### src/rtl/sram_port_arbiter.sv
// rtl/sram_port_arbiter.sv - video SRAM arbiter: A read priority, B read/write with starvation guard, write-to-read turnaround
module sram_port_arbiter #(
    parameter int ADDR_W        = 20,
    parameter int DATA_W        = 16,
    parameter int ACCESS_CYCLES = 2,
    parameter int MAX_A_RUN     = 8
) (
    input  logic              clk,
    input  logic              rst,
    input  logic              a_req,
    input  logic [ADDR_W-1:0] a_addr,
    output logic              a_ack,
    output logic              a_rvalid,
    output logic [DATA_W-1:0] a_rdata,
    input  logic              b_req,
    input  logic              b_wren,
    input  logic [ADDR_W-1:0] b_addr,
    input  logic [DATA_W-1:0] b_wdata,
    output logic              b_ack,
    output logic              b_rvalid,
    output logic [DATA_W-1:0] b_rdata,
    output logic [ADDR_W-1:0] sram_addr,
    output logic [DATA_W-1:0] sram_dout,
    output logic              sram_dout_en,
    input  logic [DATA_W-1:0] sram_din,
    output logic              sram_ce_n,
    output logic              sram_oe_n,
    output logic              sram_we_n
);
    typedef enum logic [1:0] {IDLE, ACCESS, TURN} state_t;

    localparam logic [3:0] LAST_CYC = 4'(ACCESS_CYCLES - 1);
    localparam logic [7:0] RUN_MAX  = 8'(MAX_A_RUN);

    state_t            state, state_nxt;
    logic [3:0]        cyc, cyc_nxt;
    logic [7:0]        run, run_nxt;
    logic              cur_wr, wr_nxt;
    logic              cur_b, own_b_nxt;
    logic              pend_b, pend_b_nxt;
    logic [ADDR_W-1:0] pend_addr, pend_addr_nxt;
    logic [ADDR_W-1:0] addr_nxt;
    logic [DATA_W-1:0] wdata_nxt;
    logic              a_ack_nxt, b_ack_nxt;
    logic              last_cyc, arb_point, grant_a, grant_b, grant_rd;

    assign last_cyc  = (cyc == LAST_CYC);
    assign arb_point = (state == IDLE) || ((state == ACCESS) && last_cyc);
    assign grant_b   = b_req && (!a_req || (run == RUN_MAX));
    assign grant_a   = a_req && !grant_b;
    assign grant_rd  = grant_a || !b_wren;

    always_ff @(posedge clk or posedge rst) begin
        if (rst) begin
            state <= IDLE;
        end else begin
            state <= state_nxt;
        end
    end

    always_comb begin
        state_nxt     = state;
        cyc_nxt       = cyc;
        run_nxt       = run;
        wr_nxt        = cur_wr;
        own_b_nxt     = cur_b;
        pend_b_nxt    = pend_b;
        pend_addr_nxt = pend_addr;
        addr_nxt      = sram_addr;
        wdata_nxt     = sram_dout;
        a_ack_nxt     = 1'b0;
        b_ack_nxt     = 1'b0;

        case (state)
            ACCESS: begin
                if (!last_cyc) begin
                    cyc_nxt = cyc + 4'd1;
                end
            end
            TURN: begin
                // The grant was fixed when TURN was entered; just launch it.
                state_nxt = ACCESS;
                cyc_nxt   = 4'd0;
                wr_nxt    = 1'b0;
                own_b_nxt = pend_b;
                addr_nxt  = pend_addr;
                a_ack_nxt = !pend_b;
                b_ack_nxt = pend_b;
            end
            default: ;
        endcase

        if (arb_point) begin
            if (grant_a || grant_b) begin
                run_nxt = grant_b ? 8'd0 : ((run == RUN_MAX) ? run : run + 8'd1);
                if ((state == ACCESS) && cur_wr && grant_rd) begin
                    state_nxt     = TURN;
                    pend_b_nxt    = grant_b;
                    pend_addr_nxt = grant_b ? b_addr : a_addr;
                end else begin
                    state_nxt = ACCESS;
                    cyc_nxt   = 4'd0;
                    wr_nxt    = grant_b && b_wren;
                    own_b_nxt = grant_b;
                    addr_nxt  = grant_b ? b_addr : a_addr;
                    if (grant_b && b_wren) begin
                        wdata_nxt = b_wdata;
                    end
                    a_ack_nxt = grant_a;
                    b_ack_nxt = grant_b;
                end
            end else begin
                state_nxt = IDLE;
                run_nxt   = 8'd0;
            end
        end
    end

    // Pad controls are registered from the next-state view so they line up with state.
    always_ff @(posedge clk or posedge rst) begin
        if (rst) begin
            cyc          <= 4'd0;
            run          <= 8'd0;
            cur_wr       <= 1'b0;
            cur_b        <= 1'b0;
            pend_b       <= 1'b0;
            pend_addr    <= '0;
            sram_addr    <= '0;
            sram_dout    <= '0;
            sram_dout_en <= 1'b0;
            sram_ce_n    <= 1'b1;
            sram_oe_n    <= 1'b1;
            sram_we_n    <= 1'b1;
            a_ack        <= 1'b0;
            b_ack        <= 1'b0;
            a_rvalid     <= 1'b0;
            b_rvalid     <= 1'b0;
            a_rdata      <= '0;
            b_rdata      <= '0;
        end else begin
            cyc          <= cyc_nxt;
            run          <= run_nxt;
            cur_wr       <= wr_nxt;
            cur_b        <= own_b_nxt;
            pend_b       <= pend_b_nxt;
            pend_addr    <= pend_addr_nxt;
            sram_addr    <= addr_nxt;
            sram_dout    <= wdata_nxt;
            sram_dout_en <= (state_nxt == ACCESS) && wr_nxt;
            sram_ce_n    <= (state_nxt != ACCESS);
            sram_oe_n    <= !((state_nxt == ACCESS) && !wr_nxt);
            sram_we_n    <= !((state_nxt == ACCESS) && wr_nxt && (cyc_nxt != LAST_CYC));
            a_ack        <= a_ack_nxt;
            b_ack        <= b_ack_nxt;
            a_rvalid     <= 1'b0;
            b_rvalid     <= 1'b0;
            if ((state == ACCESS) && last_cyc && !cur_wr) begin
                if (cur_b) begin
                    b_rdata  <= sram_din;
                    b_rvalid <= 1'b1;
                end else begin
                    a_rdata  <= sram_din;
                    a_rvalid <= 1'b1;
                end
            end
        end
    end
endmodule

### config.mk
export PLATFORM = sky130hd
export DESIGN_NAME = sram_port_arbiter
export DESIGN_NICKNAME = d
export VERILOG_FILES = /design/src/rtl/sram_port_arbiter.sv
export SDC_FILE = /design/constraint.sdc
export NUM_CORES = 1
export LEC_CHECK = 0
export CELL_PAD_IN_SITES_DETAIL_PLACEMENT = 0
export CELL_PAD_IN_SITES_GLOBAL_PLACEMENT = 2
export CORE_AREA = 2 2 140 142
export DETAILED_ROUTE_END_ITERATION = 6
export DIE_AREA = 0 0 142 144
export PLACE_DENSITY = 0.74
export SLEW_MARGIN = 20
export SYNTH_ARGS = -nofsm -noshare
export SYNTH_HDL_FRONTEND = slang
export SYNTH_SLANG_ARGS = --single-unit
### constraint.sdc
create_clock -name clk -period 3.5 [get_ports clk]
set_input_delay 0.525 -clock clk [delete_from_list [all_inputs] [get_ports clk]]
set_output_delay 0.525 -clock clk [all_outputs]
set_load 0.1 [all_outputs]
After elaboration in Yosys (flattened, before gate mapping)
Index checks and enable logic that the tools add are counted.
Widths: inputs -> output; s select.
{ "word_totals": {"in_bits": 77, "word_cells": 96, "ff_bits": 113, "out_inout_bits": 76} }
{ "classes": {"bitwise": 2, "mux": 37, "addsub": 2, "n_reduce_logical": 28, "eq_ne": 8} }
{ "op_table": {"columns": ["op", "n"], "rows": [
  ["$mux 20", 5],
  ["$mux 8", 3],
  ["$mux 1", 20],
  ["$mux 4", 4],
  ["$logic_and 1x1->1", 10],
  ["$add 8x1->8 const B", 1],
  ["$eq 8x4->1 const B", 1],
  ["$logic_not 1->1", 8],
  ["$mux 2", 4],
  ["$pmux 4 s2", 1],
  ["$reduce_and 2->1", 3],
  ["$add 4x1->4 const B", 1],
  ["$eq 2x1->1 const B", 2],
  ["$eq 4x1->1 const B", 1],
  ["$logic_or 1x1->1", 4],
  ["$ne 4x1->1 const B", 1],
  ["$reduce_and 4->1", 1],
  ["$ne 3x3->1 const B", 1],
  ["$reduce_and 3->1", 1],
  ["$eq 2x2->1 const B", 1],
  ["$logic_not 2->1", 1],
  ["$ne 2x1->1 const B", 1],
  ["$not 1->1", 2]
]} }

Depth between registers and ports, before layout
{ "logic_depth": {"ltp_word": 14, "ltp_mapped": 8, "ltp_nobuf": 7} }

Least setup slack after synthesis
Ideal clock, no wire load.
{ "synth_path": {"kind": "reg-to-reg", "from": "register run[0]", "to": "register sram_dout[0]", "arrival_time_ns": 1.989, "path_stages_with_launch": 9, "slack_ns": 1.383, "period_less_slack_ns": 2.117, "setup_time_ns": 0.128, "required_time_ns": 3.372, "path_cell_list": "dfrtp_1 > inv_1 > ha_1 > or3b_2 > o21ai_1 > nand2_2 > nor2_8 > buf_6 > mux2_1"} }
{ "synth_via": {"elab_chain_cells": 9} }
{ "synth_lines": {"columns": ["item", "line", "source"], "rows": [
  ["start, declared", "37", "logic [7:0] run, run_nxt;"],
  ["start signal, assigned", "142", "run <= run_nxt;"],
  ["$eq 8x4->1 *", "49", "assign grant_b = b_req && (!a_req || (run == RUN_MAX));"],
  ["$logic_or 1x1->1 *", "49", null],
  ["$logic_and 1x1->1 *", "49", null],
  ["$logic_not 1->1", "50", "assign grant_a = a_req && !grant_b;"],
  ["$logic_and 1x1->1", "50", null],
  ["$logic_or 1x1->1", "51", "assign grant_rd = grant_a || !b_wren;"],
  ["$logic_and 1x1->1", "96", "if ((state == ACCESS) && cur_wr && grant_rd) begin"],
  ["$not 1->1 (no line)", null, null],
  ["$reduce_and 4->1 (no line) *", null, null],
  ["end signal, assigned", "148", "sram_dout <= wdata_nxt;"],
  ["end, declared", "23", "output logic [DATA_W-1:0] sram_dout,"]
]} }
Mark *: on every way between the ends. The rest lies on a longest branch, timed or not.
A chain may end at the register's enable or synchronous reset.

Final worst setup path
{ "layout_path": {"from": "register sram_ce_n", "to": "output port sram_ce_n"} }
{ "layout_lines": {"columns": ["item", "line", "source"], "rows": [
  ["start, declared", "26", "output logic sram_ce_n,"],
  ["start signal, assigned", "150", "sram_ce_n <= (state_nxt != ACCESS);"]
]} }
No word-level cell between the ends.

==> flow_summary.json <==
{
  "status": "complete, no violations",
  "crit_chain": "clkdlybuf4s50_1",
  "cts_buffers": 17,
  "grt_max_degree": 109,
  "overflow": 0,
  "met1_usage_pct": 16.0,
  "insertion_delay_ps": 410,
  "fmax_mhz": 385,
  "setup_viol": 0,
  "seq_area_frac_synth_pct": 56.0,
  "synth_top_flop_cell": "dfrtp_1",
  "grt_busiest_layer": "met2",
  "gr-usage-met2_pct": 19.8,
  "drv_cap": 0,
  "cp-start-kind": "register",
  "postCtsSetupBuffers": 0,
  "cts_tree": "built",
  "vias": 3822,
  "antenna_found_initial": 0,
  "htreeDepth": 4,
  "yosysMostFrequentCell": "dfrtp_1",
  "io_buffers": 152,
  "ys_ff_latch": 113,
  "yosys_warnings": 0,
  "n_antenna_cell": 0,
  "crit_path_top_delay_cell": "clkdlybuf4s50_1",
  "io_pins": 153,
  "grt_pass1_wl_microns": 20100,
  "cts_sinks": 113,
  "fill_cells": 1805,
  "drt_iter0_drc": 180,
  "clk_pin_slew_worst_paths_ps": 50,
  "grt_pass1_vias": 3941,
  "layout-drive-gt1-share_pct": 14.5,
  "hp-class": "in2async",
  "first_pass_iters": 4,
  "nets": 671,
  "ys_types": 49,
  "cp.buffers_inverters": 1,
  "dieArea_sq_um": 20400,
  "holdBufCountCts": 0,
  "synthArstFlopShare_pct": 100,
  "rows": 51,
  "gr-usage-met3_pct": 3.64,
  "synth_top_area_share_pct": 54.4,
  "synth_top_cell_by_area": "dfrtp_1",
  "final_hold_viol_count": 0,
  "setup_tns_ps": 0,
  "syn_to_final_growth_pct": 48.8,
  "die_h_microns": 144,
  "final_antenna_net_count": 0,
  "clk_path_buf_depth": 2,
  "syn_area_per_cell_sq_um": 11.8,
  "grt.total_usage_pct": 12.5,
  "routed_wl_microns": 12200,
  "place_congestion": 0.708,
  "finalClockSkew_ps": 8.24,
  "core_sq_um": 19100,
  "yosys-top-cells-count": "dfrtp_1, a21oi_1, mux2_2, nor2_1, nor2b_1",
  "cp_top_family": "buffers and inverters",
  "tightest_slew_ps": 1040,
  "slew-limit-headroom_pct": 30.7,
  "die_w_microns": 142,
  "dp_hpwl_microns": 8490,
  "drc_errors": 0,
  "synth_fp_nets": 516,
  "cp.required_ps": 2970,
  "rrSetupSlack_ps": 1000,
  "cp.arrival_ps": 2070,
  "wire_per_inst_microns": 14.6,
  "cts_resized": 0,
  "via_per_inst": 4.57,
  "synth_area_leaders": "dfrtp_1, mux2_2, a21oi_1",
  "end_kind": "primary output",
  "synth.cell_area_sq_um": 5060,
  "cpPeakStageDelay_ps": 1150,
  "period_share_pct": 74.3,
  "cts_root_buf": "clkbuf_16",
  "maxSlewViolCount": 0,
  "rsz0062_at_grt": "no",
  "worst-setup-path-type": "reg2out",
  "initial_core_util_pct": 26.5,
  "synthCells": 430,
  "crit_fanout": 1,
  "synth_edf_count": 0,
  "period_needed_ps": 2600
}
[worst paths after layout]
check,from,end,cells after the start
min in group clk,sram_dout[11]$_DFFE_PP0P_,sram_dout[11]$_DFFE_PP0P_,1
max,sram_ce_n$_DFF_PP1_,sram_ce_n,1
min reg2reg,sram_dout[11]$_DFFE_PP0P_,sram_dout[11]$_DFFE_PP0P_,1
max reg2reg,run[0]$_DFFE_PP0P_,sram_dout[13]$_DFFE_PP0P_,7
max in group asynchronous,rst,cyc[1]$_DFF_PP0_,3
min,rst,sram_dout[5]$_DFFE_PP0P_,2
[state kept, by name, indices dropped and copies added, names as in the netlist, 2 cells and up]
register   cells
sram_dout     16
b_rdata       16
sram_addr     20
cyc            4
run            8
a_rdata       16
state          2
pend_addr     20
[routing by layer]
layer	share of wire, %	wire length, microns
met5	0	0
met4	1.7	202
met3	5.3	639
met2	46	5640
met1	47	5690
[metrics by stage]
| step | setup slack, ps | hold slack [ps] | std cells | util (%) | instance area, sq um |
|---|---|---|---|---|---|
| floorplan | 1380 | 461 | 430 | - | 5060 |
| global placement | 903 | 476 | 804 | 35.9 | 6840 |
| detailed placement | 832 | 476 | 804 | 35.9 | 6840 |
| global route | 808 | 391 | 836 | 39.5 | 7530 |
| finish | 901 | 379 | 836 | 39.5 | 7530 |
| CTS | 881 | 365 | 836 | 39.5 | 7530 |
[area by class of cell]
| cell class | count | area, sq um | area share [%] |
|---|---|---|---|
| well taps | 238 | 298 | 3.96 |
| clock buffers | 22 | 484 | 6.43 |
| repair buffers | 159 | 1580 | 21.0 |
| flip-flops and latches | 113 | 2830 | 37.6 |
| multi-input cells | 284 | 2090 | 27.7 |
| clock inverters | 10 | 203 | 2.69 |
| inverters | 10 | 41.3 | 0.548 |
[placed cells by master (no fill, tap or decap), types with 5 or more instances in the layout]
master | Yosys | final
bufinv_16 | 0 | 6
a21oi_1 | 48 | 48
inv_1 | 10 | 9
a211oi_1 | 22 | 22
mux2_2 | 35 | 35
nand2_1 | 14 | 14
buf_4 | 1 | 7
mux2i_1 | 22 | 22
nor2b_1 | 27 | 27
dfrtp_1 | 110 | 110
clkbuf_16 | 0 | 17
clkdlybuf4s50_1 | 0 | 151
o21ai_0 | 13 | 13
nor2_1 | 33 | 33
ha_1 | 9 | 9
nand3_1 | 5 | 5
mux2_1 | 13 | 13
nor3_1 | 5 | 5
[cell families after synthesis]
kind of cell	Yosys count	share of synthesized area (%)
flops	113	56.0
simple gates	104	11.2
compound gates	100	12.5
mux	70	15.0
buf+inv	33	2.92
fa+ha+maj	9	2.23
xor+xnor	1	0.173
Power is left out: the tool's default activity adds up to more than one toggle a clock period on the data nets, which glitch-free logic cannot reach.
